`src/rtl/acc_ctrl_if.sv`:
```
// acc_ctrl_if: bundles the job configuration, operand stream qualifier and
// PE control/status outputs of the accumulation controller.
//
// Parameters:
//   CNT_W - width of acc_len_i (beats per accumulation window)
//   WIN_W - width of n_win_i (windows per job)
//
// Signals:
//   start_i        job start request, honoured only while idle
//   acc_len_i      beats per accumulation window
//   n_win_i        windows in the job
//   vec_mode_i     00 = 32-bit, 01 = 8-bit, 10 = 16-bit, 11 = as 00
//   stream_valid_i valid beat on the PE operand stream
//   acc_match_o    combinational match to PE acc_match_i
//   acc_sel_o      accumulation-select bit (mirrors busy_o)
//   out_valid_o    PE result register holds a completed accumulation
//   last_o         marks the final out_valid_o of a job
//   busy_o         job in progress
//   done_o         one-cycle job-complete pulse
//   err_o          sticky configuration/protocol error
//
// Modports:
//   slave  - the controller side (acc_ctrl)
//   master - the side that issues jobs and drives the stream qualifier
interface acc_ctrl_if #(
  parameter int CNT_W = 16,
  parameter int WIN_W = 16
);
  logic             start_i;
  logic [CNT_W-1:0] acc_len_i;
  logic [WIN_W-1:0] n_win_i;
  logic [1:0]       vec_mode_i;
  logic             stream_valid_i;
  logic             acc_match_o;
  logic             acc_sel_o;
  logic             out_valid_o;
  logic             last_o;
  logic             busy_o;
  logic             done_o;
  logic             err_o;

  modport slave (
    input  start_i, acc_len_i, n_win_i, vec_mode_i, stream_valid_i,
    output acc_match_o, acc_sel_o, out_valid_o, last_o, busy_o, done_o, err_o
  );

  modport master (
    output start_i, acc_len_i, n_win_i, vec_mode_i, stream_valid_i,
    input  acc_match_o, acc_sel_o, out_valid_o, last_o, busy_o, done_o, err_o
  );
endinterface

```
`src/rtl/acc_ctrl.sv`:
```
// acc_ctrl: accumulation controller for the PEA accumulation PEs.
//
// Counts valid stream beats into fixed-length windows, pulses acc_match on
// the first beat of every window plus one flush pulse after the last window,
// and delays the resulting result strobe to line up with the PE output
// register for the configured vector mode (latency 1/3/4 for 32/16/8-bit).
//
// Parameters:
//   CNT_W - beat counter / acc_len width
//   WIN_W - window counter / n_win width
//
// Ports:
//   clk_i  - clock
//   rst_i  - synchronous reset, active-high
//   bus    - acc_ctrl_if.slave (config, stream qualifier, PE control/status)
//
// Build option:
//   ACC_CTRL_ERR_CHECK_EN - when defined, err_o latches on a zero-length or
//   zero-window start, a start while busy, or a stream beat during FLUSH.
//   When undefined err_o is tied low and those cases are simply ignored.
module acc_ctrl #(
  parameter int CNT_W = 16,
  parameter int WIN_W = 16
) (
  input  logic       clk_i,
  input  logic       rst_i,
  acc_ctrl_if.slave  bus
);

  typedef enum logic [1:0] {IDLE, ACC, FLUSH, DRAIN} state_t;

  state_t           state;
  logic [CNT_W-1:0] beat_cnt;
  logic [CNT_W-1:0] acc_len;
  logic [WIN_W-1:0] win_cnt;
  logic [WIN_W-1:0] n_win;
  logic [1:0]       vec_mode;
  logic             first;
  logic             busy;
  logic             done;

  logic [2:0]       val_sr;
  logic [2:0]       last_sr;
  logic             out_valid;
  logic             last;

  logic             acc_match;
  logic             res_pulse;
  logic             flush_now;

  // The PE consumes acc_match in the same cycle, so it is decoded straight
  // from the stream qualifier. The first match of a job only discards the
  // PE feedback value, hence no result strobe for it.
  always_comb begin
    flush_now = (state == FLUSH);
    acc_match = flush_now ||
                ((state == ACC) && bus.stream_valid_i && (beat_cnt == '0));
    res_pulse = acc_match && !first;
  end

  // Job sequencing: window/beat counting in ACC, a single flush cycle, then
  // wait for the final result strobe before reporting done.
  always_ff @(posedge clk_i) begin
    if (rst_i) begin
      state    <= IDLE;
      beat_cnt <= '0;
      win_cnt  <= '0;
      acc_len  <= '0;
      n_win    <= '0;
      vec_mode <= 2'b00;
      first    <= 1'b0;
      busy     <= 1'b0;
      done     <= 1'b0;
    end else begin
      done <= 1'b0;
      case (state)
        IDLE: begin
          if (bus.start_i && (bus.acc_len_i != '0) && (bus.n_win_i != '0)) begin
            acc_len  <= bus.acc_len_i;
            n_win    <= bus.n_win_i;
            vec_mode <= bus.vec_mode_i;
            beat_cnt <= '0;
            win_cnt  <= '0;
            first    <= 1'b1;
            busy     <= 1'b1;
            state    <= ACC;
          end
        end
        ACC: begin
          if (bus.stream_valid_i) begin
            if (beat_cnt == '0) begin
              first <= 1'b0;
            end
            if (beat_cnt == acc_len - CNT_W'(1)) begin
              beat_cnt <= '0;
              win_cnt  <= win_cnt + WIN_W'(1);
              if (win_cnt == n_win - WIN_W'(1)) begin
                state <= FLUSH;
              end
            end else begin
              beat_cnt <= beat_cnt + CNT_W'(1);
            end
          end
        end
        FLUSH: begin
          state <= DRAIN;
        end
        DRAIN: begin
          // out_valid/last are registered, so done lands one cycle later.
          if (out_valid && last) begin
            done  <= 1'b1;
            busy  <= 1'b0;
            state <= IDLE;
          end
        end
        default: begin
          state <= IDLE;
        end
      endcase
    end
  end

  // Result-strobe delay line. The tap feeding the output flop selects the
  // latency, so out_valid/last are always driven straight from a register.
  always_ff @(posedge clk_i) begin
    if (rst_i) begin
      val_sr    <= 3'b000;
      last_sr   <= 3'b000;
      out_valid <= 1'b0;
      last      <= 1'b0;
    end else begin
      val_sr  <= {val_sr[1:0], res_pulse};
      last_sr <= {last_sr[1:0], res_pulse && flush_now};
      case (vec_mode)
        2'b01: begin
          out_valid <= val_sr[2];
          last      <= last_sr[2];
        end
        2'b10: begin
          out_valid <= val_sr[1];
          last      <= last_sr[1];
        end
        default: begin
          out_valid <= res_pulse;
          last      <= res_pulse && flush_now;
        end
      endcase
    end
  end

`ifdef ACC_CTRL_ERR_CHECK_EN
  logic err;

  // Sticky error flag for bad configurations and protocol violations.
  always_ff @(posedge clk_i) begin
    if (rst_i) begin
      err <= 1'b0;
    end else if ((state == IDLE && bus.start_i &&
                  ((bus.acc_len_i == '0) || (bus.n_win_i == '0))) ||
                 (state != IDLE && bus.start_i) ||
                 (state == FLUSH && bus.stream_valid_i)) begin
      err <= 1'b1;
    end
  end

  assign bus.err_o = err;
`else
  assign bus.err_o = 1'b0;
`endif

  assign bus.acc_match_o = acc_match;
  assign bus.acc_sel_o   = busy;
  assign bus.busy_o      = busy;
  assign bus.out_valid_o = out_valid;
  assign bus.last_o      = last;
  assign bus.done_o      = done;

endmodule

```
`src/flat_wrapper.sv`:
```
// flat-port wrapper written by rule: the top's interface ports become plain ports
module acc_ctrl_flat 
#(
  parameter int CNT_W = 16,
  parameter int WIN_W = 16
)
  (clk_i, rst_i, bus_start_i, bus_acc_len_i, bus_n_win_i, bus_vec_mode_i, bus_stream_valid_i, bus_acc_match_o, bus_acc_sel_o, bus_out_valid_o, bus_last_o, bus_busy_o, bus_done_o, bus_err_o);
  acc_ctrl_if #(.CNT_W(CNT_W), .WIN_W(WIN_W)) bus_i ();
  input  logic clk_i;
  input  logic rst_i;
  input wire logic [$bits(bus_i.start_i)-1:0] bus_start_i;
  input wire logic [$bits(bus_i.acc_len_i)-1:0] bus_acc_len_i;
  input wire logic [$bits(bus_i.n_win_i)-1:0] bus_n_win_i;
  input wire logic [$bits(bus_i.vec_mode_i)-1:0] bus_vec_mode_i;
  input wire logic [$bits(bus_i.stream_valid_i)-1:0] bus_stream_valid_i;
  output wire logic [$bits(bus_i.acc_match_o)-1:0] bus_acc_match_o;
  output wire logic [$bits(bus_i.acc_sel_o)-1:0] bus_acc_sel_o;
  output wire logic [$bits(bus_i.out_valid_o)-1:0] bus_out_valid_o;
  output wire logic [$bits(bus_i.last_o)-1:0] bus_last_o;
  output wire logic [$bits(bus_i.busy_o)-1:0] bus_busy_o;
  output wire logic [$bits(bus_i.done_o)-1:0] bus_done_o;
  output wire logic [$bits(bus_i.err_o)-1:0] bus_err_o;
  assign bus_i.start_i = bus_start_i;
  assign bus_i.acc_len_i = bus_acc_len_i;
  assign bus_i.n_win_i = bus_n_win_i;
  assign bus_i.vec_mode_i = bus_vec_mode_i;
  assign bus_i.stream_valid_i = bus_stream_valid_i;
  assign bus_acc_match_o = bus_i.acc_match_o;
  assign bus_acc_sel_o = bus_i.acc_sel_o;
  assign bus_out_valid_o = bus_i.out_valid_o;
  assign bus_last_o = bus_i.last_o;
  assign bus_busy_o = bus_i.busy_o;
  assign bus_done_o = bus_i.done_o;
  assign bus_err_o = bus_i.err_o;
  acc_ctrl #(.CNT_W(CNT_W), .WIN_W(WIN_W)) u_core (.clk_i(clk_i), .rst_i(rst_i), .bus(bus_i));
endmodule
```
`config.mk`:
```
export PLATFORM = sky130hd
export DESIGN_NAME = acc_ctrl_flat
export DESIGN_NICKNAME = d
export VERILOG_FILES = /design/src/rtl/acc_ctrl_if.sv /design/src/rtl/acc_ctrl.sv /design/src/flat_wrapper.sv
export SDC_FILE = /design/constraint.sdc
export NUM_CORES = 1
export LEC_CHECK = 0
export BUFFER_PORTS_ARGS = -buffer_cell sky130_fd_sc_hd__buf_2
export CAP_MARGIN = 20
export CORE_MARGIN = 2
export CORE_UTILIZATION = 40
export CTS_BUF_LIST = sky130_fd_sc_hd__clkbuf_4 sky130_fd_sc_hd__clkbuf_8
export DETAILED_ROUTE_END_ITERATION = 8
export PLACE_DENSITY = 0.66
export SYNTH_ARGS = -nofsm -noshare
export SYNTH_HDL_FRONTEND = slang
export SYNTH_SLANG_ARGS = --single-unit
```
`constraint.sdc`:
```
create_clock -name clk_i -period 3.6 [get_ports clk_i]
set_clock_uncertainty 0.15 [all_clocks]
set_input_delay 0.18 -clock clk_i [delete_from_list [all_inputs] [get_ports clk_i]]
set_output_delay 0.18 -clock clk_i [all_outputs]
set_load 0.02 [all_outputs]
```
==> results of run 1 <==
==> through the flow <==
stage          instance area (um2)  utilization  cells  power [mW]
2_1_floorplan                 4763            -    561       2.242
3_3_place_gp                  5091       0.4421    725       2.506
3_5_place_dp                  5091       0.4421    725       2.554
4_1_cts                       5639       0.4897    775       3.276
5_1_grt                       5653       0.4909    775       3.520
6_report                      5653       0.4909    775       3.299
==> cells in the final DEF (no fill, tap or decap), types with 24 or more instances in the layout <==
cell type / count
dlygate4sd3_1: 34
xnor2_1: 27
nor3_1: 34
dfxtp_1: 78
nand2_1: 25
nand3_1: 25
nor2_1: 49
mux2i_1: 45
buf_2: 43
xor2_1: 24
==> final cells by class <==
class,count,area [um2]
fillers,1080,5863
clock inverters,5,56.30
inverters,18,67.56
well taps,143,178.9
clock buffers,11,151.4
repair buffers,87,634.4
multi-input cells,432,2982
flip-flops and latches,79,1583
==> worst reg2reg max path: cells and delay by family, from the launching register on <==
kind,cells,cell delay (ns)
flip-flops,1,0.37
buffers and inverters,2,0.24
AND/OR/NAND/NOR,4,1.66
AO/OA/AOI/OAI,3,0.77
adder cells (fa/ha/maj),1,0.15
==> kinds of logic (layout without fill, tap and decap cells) <==
logic type / Yosys count / in the layout / synth area share
buffers and inverters: 50 / 121 / 0.04413
muxes: 45 / 45 / 0.09456
AOI/OAI and AO/OA: 77 / 77 / 0.1172
adders and majority gates: 11 / 11 / 0.02889
other: 1 / 1 / 0.0007873
and+or+nand+nor: 247 / 247 / 0.2887
DFF: 79 / 79 / 0.3320
xor gates and xnor gates: 51 / 51 / 0.09377
==> final timing paths <==
path | from | endpoint | slack (ns) | depth (start not counted)
setup / recovery | u_core.acc_len[1]$_SDFFE_PP0P_ | u_core.win_cnt[3]$_SDFFE_PP0P_ | 0.17 | 10
hold / removal | bus_stream_valid_i | u_core.val_sr[0]$_SDFF_PP0_ | 0.12 | 3
setup reg to reg | u_core.acc_len[1]$_SDFFE_PP0P_ | u_core.win_cnt[3]$_SDFFE_PP0P_ | 0.17 | 10
hold reg to reg | u_core.val_sr[0]$_SDFF_PP0_ | u_core.val_sr[1]$_SDFF_PP0_ | 0.29 | 1
==> power breakdown <==
part / switching, mW / internal [mW] / total [mW]
logic: 0.839 / 0.628 / 1.47
clock network: 0.338 / 0.357 / 0.695
registers: 0.149 / 0.988 / 1.14
==> metal layers <==
layer / GRT usage / vias up / wire length (um)
li1: - / 2200 / -
met1: 0.2769 / 2070 / 6005
met2: 0.3062 / 129 / 5435
met3: 0.02785 / 25 / 596
met4: 0.07886 / 0 / 269
met5: 0 / - / 0
==> sequential cells by signal, summed over array words and instances, names as in the netlist <==
signal                  cells
u_core.last_sr              3
u_core.win_cnt             16
u_core.first                1
u_core.val_sr               3
u_core.vec_mode             2
u_core.state                2
u_core.bus.done_o           1
u_core.beat_cnt            16
u_core.bus.last_o           1
u_core.n_win               16
u_core.bus.acc_sel_o        1
u_core.acc_len             16
u_core.bus.out_valid_o      1
==> timing repair <==
item | CTS | global route
endpoints found under the hold margin | 34 | 0
setup endpoints to repair | 0 | 2
resized for setup | 0 | 3
setup buffers | 0 | 0
hold buffers | 34 | 0
==> flow_metrics.tcl, run 1 <==
set metrics [dict create \
    status "finished with violations" \
    violations "design-rule violations" \
    vias 4424 \
    cp_num_buf_inv 2 \
    ys_ff_latch 79 \
    cts_tree "built" \
    fp-row-count 39 \
    gr-total-overflow 0 \
    syn-cell-area_mm2 0.004763 \
    drt-total-wl_um 12310 \
    cp_cell_sequence "inv_1, ha_1, or3b_2, or4b_1, a22oi_1, nand4_1, o41a_1, buf_6, or4_1, a21oi_1" \
    grt_pass1_vias 4187 \
    timing.fmax_ghz 0.2917 \
    netlist_instances 561 \
    path_clk_slew_ns 0.08 \
    yosys-top-cells-area "dfxtp_1 33%, mux2i_1 9.5%, xnor2_1 5.0%" \
    start_kind "flop" \
    clock_latency_ns 0.36 \
    fp.coreArea_mm2 0.01152 \
    cts_sinks 79 \
    cp_slowest_cell "or4b_1" \
    synth.most_common_cell "dfxtp_1" \
    worstSetupPathType "reg -> reg" \
    cts_buffers 9 \
    timing.final.crit_share 0.9523 \
    slew_viol_final 0 \
    io_buffer_count 43 \
    grt_pass1_wl_um 20630 \
    die_h_um 113.1 \
    yosysWarnings 0 \
    post-route-worst-setup-slack_ns 0.1717 \
    synth_common_cells "79 x dfxtp_1, 49 x nor2_1, 45 x mux2i_1, 34 x nor3_1, 27 x xnor2_1" \
    track_usage 0.1974 \
    num_antenna_cells 0 \
    via_per_inst 5.708 \
    dp_slack_ns 0.1934 \
    relSlewSlack 0.4086 \
    drt-wirelength-per-cell_um 15.88 \
    worst_setup_path_end_kind "flop" \
    synth_top_area_frac 0.3320 \
    cp_max_fo 20 \
    max_stage_delay_ns 0.52 \
    finalSetupTns_ns 0 \
    seq_area_frac_synth 0.3320 \
    crit_arrival_ns 3.55 \
    die_w_um 113.1 \
    hold_viol_final 0 \
    setup_viol 0 \
    place_congestion 0.9114 \
    worst_pin_slew_ns 0.8747 \
    cap_violations 0 \
    synth_edf_count 0 \
    antenna_found_initial 0 \
    p_leak_nw 2.273 \
    post_synth.cell_area_avg_um2 8.491 \
    drive_above_1_share 0.1329 \
    yosysTopAreaCell "dfxtp_1" \
    cpLargestDelayFamily "simple AND/OR/NAND/NOR gates" \
    holdWs_ns 0.1227 \
    areaGrowthSynthToFinish_pct 18.68 \
    critical_path_required_ns 3.73 \
    drc_errors 1 \
    cts_max_level 3 \
    hp-class "in -> reg" \
    period_minus_slack_ns 3.428 \
    synth_cell_types 65 \
    syn-num-nets 610 \
    drt-initial-drc-count 323 \
    start_util 0.4136 \
    synthFlopType "dfxtp_1" \
    cts.path.max_buffers 2 \
    grt_max_degree 37 \
    power_density_mw_per_mm2 583.5 \
    vdd_ir_drop_max_v 0.0002623 \
    drtPass1Iterations 7 \
    rsz0062_at_grt "false" \
    root_buffer "clkbuf_8" \
    synth-async-reset-ratio 0 \
    antenna_left 0 \
    top_level_ports 45 \
    dp_hpwl_um 8738 \
    die_area_mm2 0.01280 \
    nNetsFinal 676 \
]
No activity file was read; power rests on OpenSTA's default activity.
==> run 2, diff against run 1 <==
CORE_ASPECT_RATIO = 1.2   (was default)
REMOVE_ABC_BUFFERS = 1   (was default)
==> flow_metrics.tcl, run 2 (same netlist as run 1, synthesis figures left out) <==
set metrics [dict create \
    cts_sinks 79 \
    p_leak_nw 2.263 \
    cts_tree "built" \
    critical_path_required_ns 3.74 \
    cp_max_fo 20 \
    gr-total-overflow 0 \
    setup_viol 0 \
    dp_hpwl_um 8853 \
    path_clk_slew_ns 0.08 \
    antenna_found_initial 0 \
    final_common_cell "dfxtp_1" \
    grt_pass1_vias 4318 \
    cts.path.max_buffers 2 \
    grt_pass1_wl_um 20130 \
    drt-initial-drc-count 198 \
    timing.fmax_ghz 0.2916 \
    cpLargestDelayFamily "simple AND/OR/NAND/NOR gates" \
    cp_num_buf_inv 2 \
    vdd_ir_drop_max_v 0.0003075 \
    cp_slowest_cell "or4b_1" \
    period_minus_slack_ns 3.429 \
    cts_buffers 9 \
    timing.final.crit_share 0.9524 \
    die_h_um 123.5 \
    cp_cell_sequence "inv_1, ha_1, or3b_2, or4b_1, a22oi_1, nand4_1, o41a_1, buf_4, or4_1, a21oi_1" \
    die_area_mm2 0.01280 \
    slew_viol_final 0 \
    reg2reg_slack_ns 0.17 \
    cts_max_level 3 \
    cap_violations 0 \
    die_w_um 103.6 \
    finalSetupTns_ns 0 \
    grt_max_degree 45 \
    io_buffer_count 43 \
    post-route-worst-setup-slack_ns 0.1712 \
    start_util 0.4118 \
    max_stage_delay_ns 0.51 \
    power_density_mw_per_mm2 581.6 \
    rsz0062_at_grt "false" \
    clock_latency_ns 0.37 \
    hold_viol_final 0 \
    drt-total-wl_um 12050 \
    nNetsFinal 674 \
    fp-row-count 43 \
    fp.coreArea_mm2 0.01157 \
    worst_setup_path_end_kind "flop" \
    antenna_left 0 \
    drtPass1Iterations 4 \
    start_kind "flop" \
    root_buffer "clkbuf_8" \
    drive_above_1_share 0.1286 \
    relSlewSlack 0.4116 \
    drt-wirelength-per-cell_um 15.32 \
    worstSetupPathType "reg -> reg" \
    areaGrowthSynthToFinish_pct 18.70 \
    fillers 1108 \
    top_level_ports 45 \
    crit_arrival_ns 3.57 \
    track_usage 0.1942 \
    place_congestion 0.8729 \
    drc_errors 0 \
    total_power_mw 3.289 \
    hp-class "in -> reg" \
    vias 4382 \
    dp_slack_ns 0.2232 \
    status "finished, final reports clean" \
    worst_pin_slew_ns 0.8759 \
    mostFrequentLayoutCells "79 x dfxtp_1, 49 x nor2_1, 45 x mux2i_1" \
    num_antenna_cells 0 \
    via_per_inst 5.568 \
]
==> run 2: per-stage QoR <==
| stage | std cells | hold WS [ns] | instance area, um2 | utilization |
|---|---|---|---|---|
| final | 787 | 0.07779 | 5654 | 0.4888 |
| after global routing | 787 | 0.09305 | 5654 | 0.4888 |
| after CTS | 787 | 0.06573 | 5654 | 0.4888 |
| after detailed placement | 737 | 0.2718 | 5094 | 0.4403 |
| after global placement | 737 | 0.2667 | 5094 | 0.4403 |
| after floorplan | 529 | 0.09907 | 4621 | - |
==> run 2: final timing paths <==
check / startpoint / to / depth (start not counted)
max: u_core.acc_len[1]$_SDFFE_PP0P_ / u_core.win_cnt[6]$_SDFFE_PP0P_ / 10
min: rst_i / u_core.n_win[13]$_SDFFE_PP0P_ / 2
max reg2reg: u_core.acc_len[1]$_SDFFE_PP0P_ / u_core.win_cnt[6]$_SDFFE_PP0P_ / 10
min reg2reg: u_core.last_sr[0]$_SDFF_PP0_ / u_core.last_sr[1]$_SDFF_PP0_ / 1
==> run 2: final cells by class <==
type / count / area [um2] / share of cell area
sequential: 79 / 1582 / 0.2797
inverter: 18 / 67.56 / 0.01195
multi-input combinational: 432 / 2973 / 0.5258
timing repair buffer: 85 / 615.6 / 0.1089
tap: 157 / 196.4 / 0.03474
clock inverter: 5 / 81.33 / 0.01438
clock buffer: 11 / 138.9 / 0.02456
==> run 2: what timing repair did <==
action,4_1_cts,5_1_grt
hold buffers,34,0
gates resized for setup,0,0
endpoints found under the hold margin,34,0
buffers inserted,0,0
==> run 2: power by group <==
group,switching (mW),total [mW],internal [mW]
logic,0.807,1.42,0.610
registers,0.149,1.14,0.987
clock network,0.328,0.735,0.407
total,1.28,3.29,2.00
==> run 2: per-layer routing <==
layer  wire length, um  track usage
met1              5060       0.2163
met2              6336       0.3659
met3               400      0.03321
met4               257      0.08530
met5                 0            0
==> run 2: worst reg2reg max path, delay by kind of cell, from the launching register on <==
| kind | cells | cell delay (ns) |
|---|---|---|
| adders and majority gates | 1 | 0.16 |
| DFF | 1 | 0.39 |
| AOI/OAI and AO/OA | 3 | 0.73 |
| and+or+nand+nor | 4 | 1.64 |
| buffers and inverters | 2 | 0.30 |
==> run 3, diff against run 2 <==
CORE_MARGIN = default   (was 2)
PLACE_DENSITY = 0.58   (was 0.66)
==> flow_metrics.tcl, run 3 (same netlist as run 1, synthesis figures left out) <==
set metrics [dict create \
    vdd_ir_drop_max_v 0.0002764 \
    holdWs_ns 0.01454 \
    worst_setup_path_end_kind "flop" \
    total_power_mw 3.308 \
    antenna_found_initial 0 \
    cts_buffers 9 \
    slew_viol_final 0 \
    p_leak_nw 2.293 \
    cts_tree "built" \
    fp-row-count 43 \
    die_area_mm2 0.01235 \
    via_per_inst 5.547 \
    fillers 1128 \
    path_clk_slew_ns 0.09 \
    place_congestion 0.8478 \
    timing.fmax_ghz 0.2988 \
    clock_latency_ns 0.37 \
    power_density_mw_per_mm2 581.1 \
    io_buffer_count 43 \
    timing.final.crit_share 0.9297 \
    antenna_left 0 \
    status "finished, final reports clean" \
    power_frac_comb 0.440 \
    crit_arrival_ns 3.49 \
    drt-wirelength-per-cell_um 15.89 \
    grt_pass1_vias 4115 \
    final_common_cell "dfxtp_1" \
    track_usage 0.2112 \
    relSlewSlack 0.3990 \
    drt-initial-drc-count 177 \
    p_sw_mw 1.303 \
    hold_viol_final 0 \
    p_clk_frac 0.216 \
    drc_errors 0 \
    areaGrowthSynthToFinish_pct 19.49 \
    fp.coreArea_mm2 0.01157 \
    cp_max_fo 14 \
    cts_sinks 79 \
    die_h_um 121.5 \
    setup_viol 0 \
    critical_path_required_ns 3.75 \
    drtPass1Iterations 4 \
    grt_max_degree 58 \
    finalSetupTns_ns 0 \
    die_w_um 101.6 \
    top_level_ports 45 \
    vias 4393 \
    p_seq_frac 0.344 \
    hp-class "in -> reg" \
    r2r_cells 10 \
    cts.path.max_buffers 2 \
    start_util 0.4118 \
    rsz0062_at_grt "false" \
    internal_power_mw 2.005 \
    worst_pin_slew_ns 0.8932 \
    gr-total-overflow 0 \
    cts_max_level 3 \
    drive_above_1_share 0.1339 \
    grt_pass1_wl_um 20180 \
    worstSetupPathType "reg -> reg" \
    drt-total-wl_um 12580 \
    period_minus_slack_ns 3.347 \
    num_antenna_cells 0 \
    mostFrequentLayoutCells "79 x dfxtp_1, 49 x nor2_1, 45 x mux2i_1" \
    cap_violations 0 \
    root_buffer "clkbuf_8" \
    start_kind "flop" \
    nNetsFinal 679 \
    dp_hpwl_um 9024 \
    whs_path_depth 2 \
    switching_share 0.3940 \
]
## run 3: final cells by class
class                   count  area [um2]  share of cell area
clock buffers              13       172.7             0.03034
repair buffers             90       655.6              0.1152
well taps                 157       196.4             0.03451
clock inverters             3       40.04            0.007035
inverters                  18       67.56             0.01187
multi-input cells         432        2978              0.5232
flip-flops and latches     79        1582              0.2779
## run 3: power by group through the flow
stage | sequential, mW | clock [mW] | combinational [mW]
5_1_grt | 1.16 | 0.768 | 1.60
4_1_cts | 1.14 | 0.739 | 1.45
2_1_floorplan | 1.14 | 0 | 1.05
3_3_place_gp | 1.15 | 0 | 1.38
6_report | 1.14 | 0.715 | 1.46
3_5_place_dp | 1.16 | 0 | 1.41
## run 3: critical path, cell delays in order, from the launching register on
cell and delay, ns:
dfxtp_1 0.35, inv_1 0.07, ha_1 0.15, or3b_2 0.49
or4b_1 0.52, a22oi_1 0.21, nand4_1 0.15, o41a_1 0.36
buf_4 0.20, or4_1 0.48, a21oi_1 0.15
## run 3: what timing repair did
item,4_1_cts,5_1_grt
setup endpoints to repair,0,16
gates resized for setup,0,1
endpoints found under the hold margin,34,0
hold buffers,35,0
buffers inserted,0,0
## run 3: through the flow
stage | worst slack (ns) | area (um2) | cells | utilization
floorplan | 0.2675 | 4621 | 529 | -
global placement | 0.2788 | 5124 | 741 | 0.4429
detailed placement | 0.1995 | 5124 | 741 | 0.4429
CTS | 0.1753 | 5687 | 792 | 0.4916
global route | 0.04113 | 5692 | 792 | 0.4921
finish | 0.2530 | 5692 | 792 | 0.4921
## run 3: final timing paths
| kind | start | end | slack, ns |
|---|---|---|---|
| max | u_core.acc_len[0]$_SDFFE_PP0P_ | u_core.win_cnt[6]$_SDFFE_PP0P_ | 0.25 |
| min | rst_i | u_core.vec_mode[1]$_SDFFE_PP0P_ | 0.01 |
| max reg2reg | u_core.acc_len[0]$_SDFFE_PP0P_ | u_core.win_cnt[6]$_SDFFE_PP0P_ | 0.25 |
| min reg2reg | u_core.val_sr[0]$_SDFF_PP0_ | u_core.val_sr[1]$_SDFF_PP0_ | 0.31 |
## run 3: metal layers
layer	part of all wire	routed length, um	global-route usage
met1	0.44	5480	0.2577
met2	0.50	6316	0.3623
met3	0.033	415	0.03041
met4	0.029	368	0.09964
met5	0	0	0
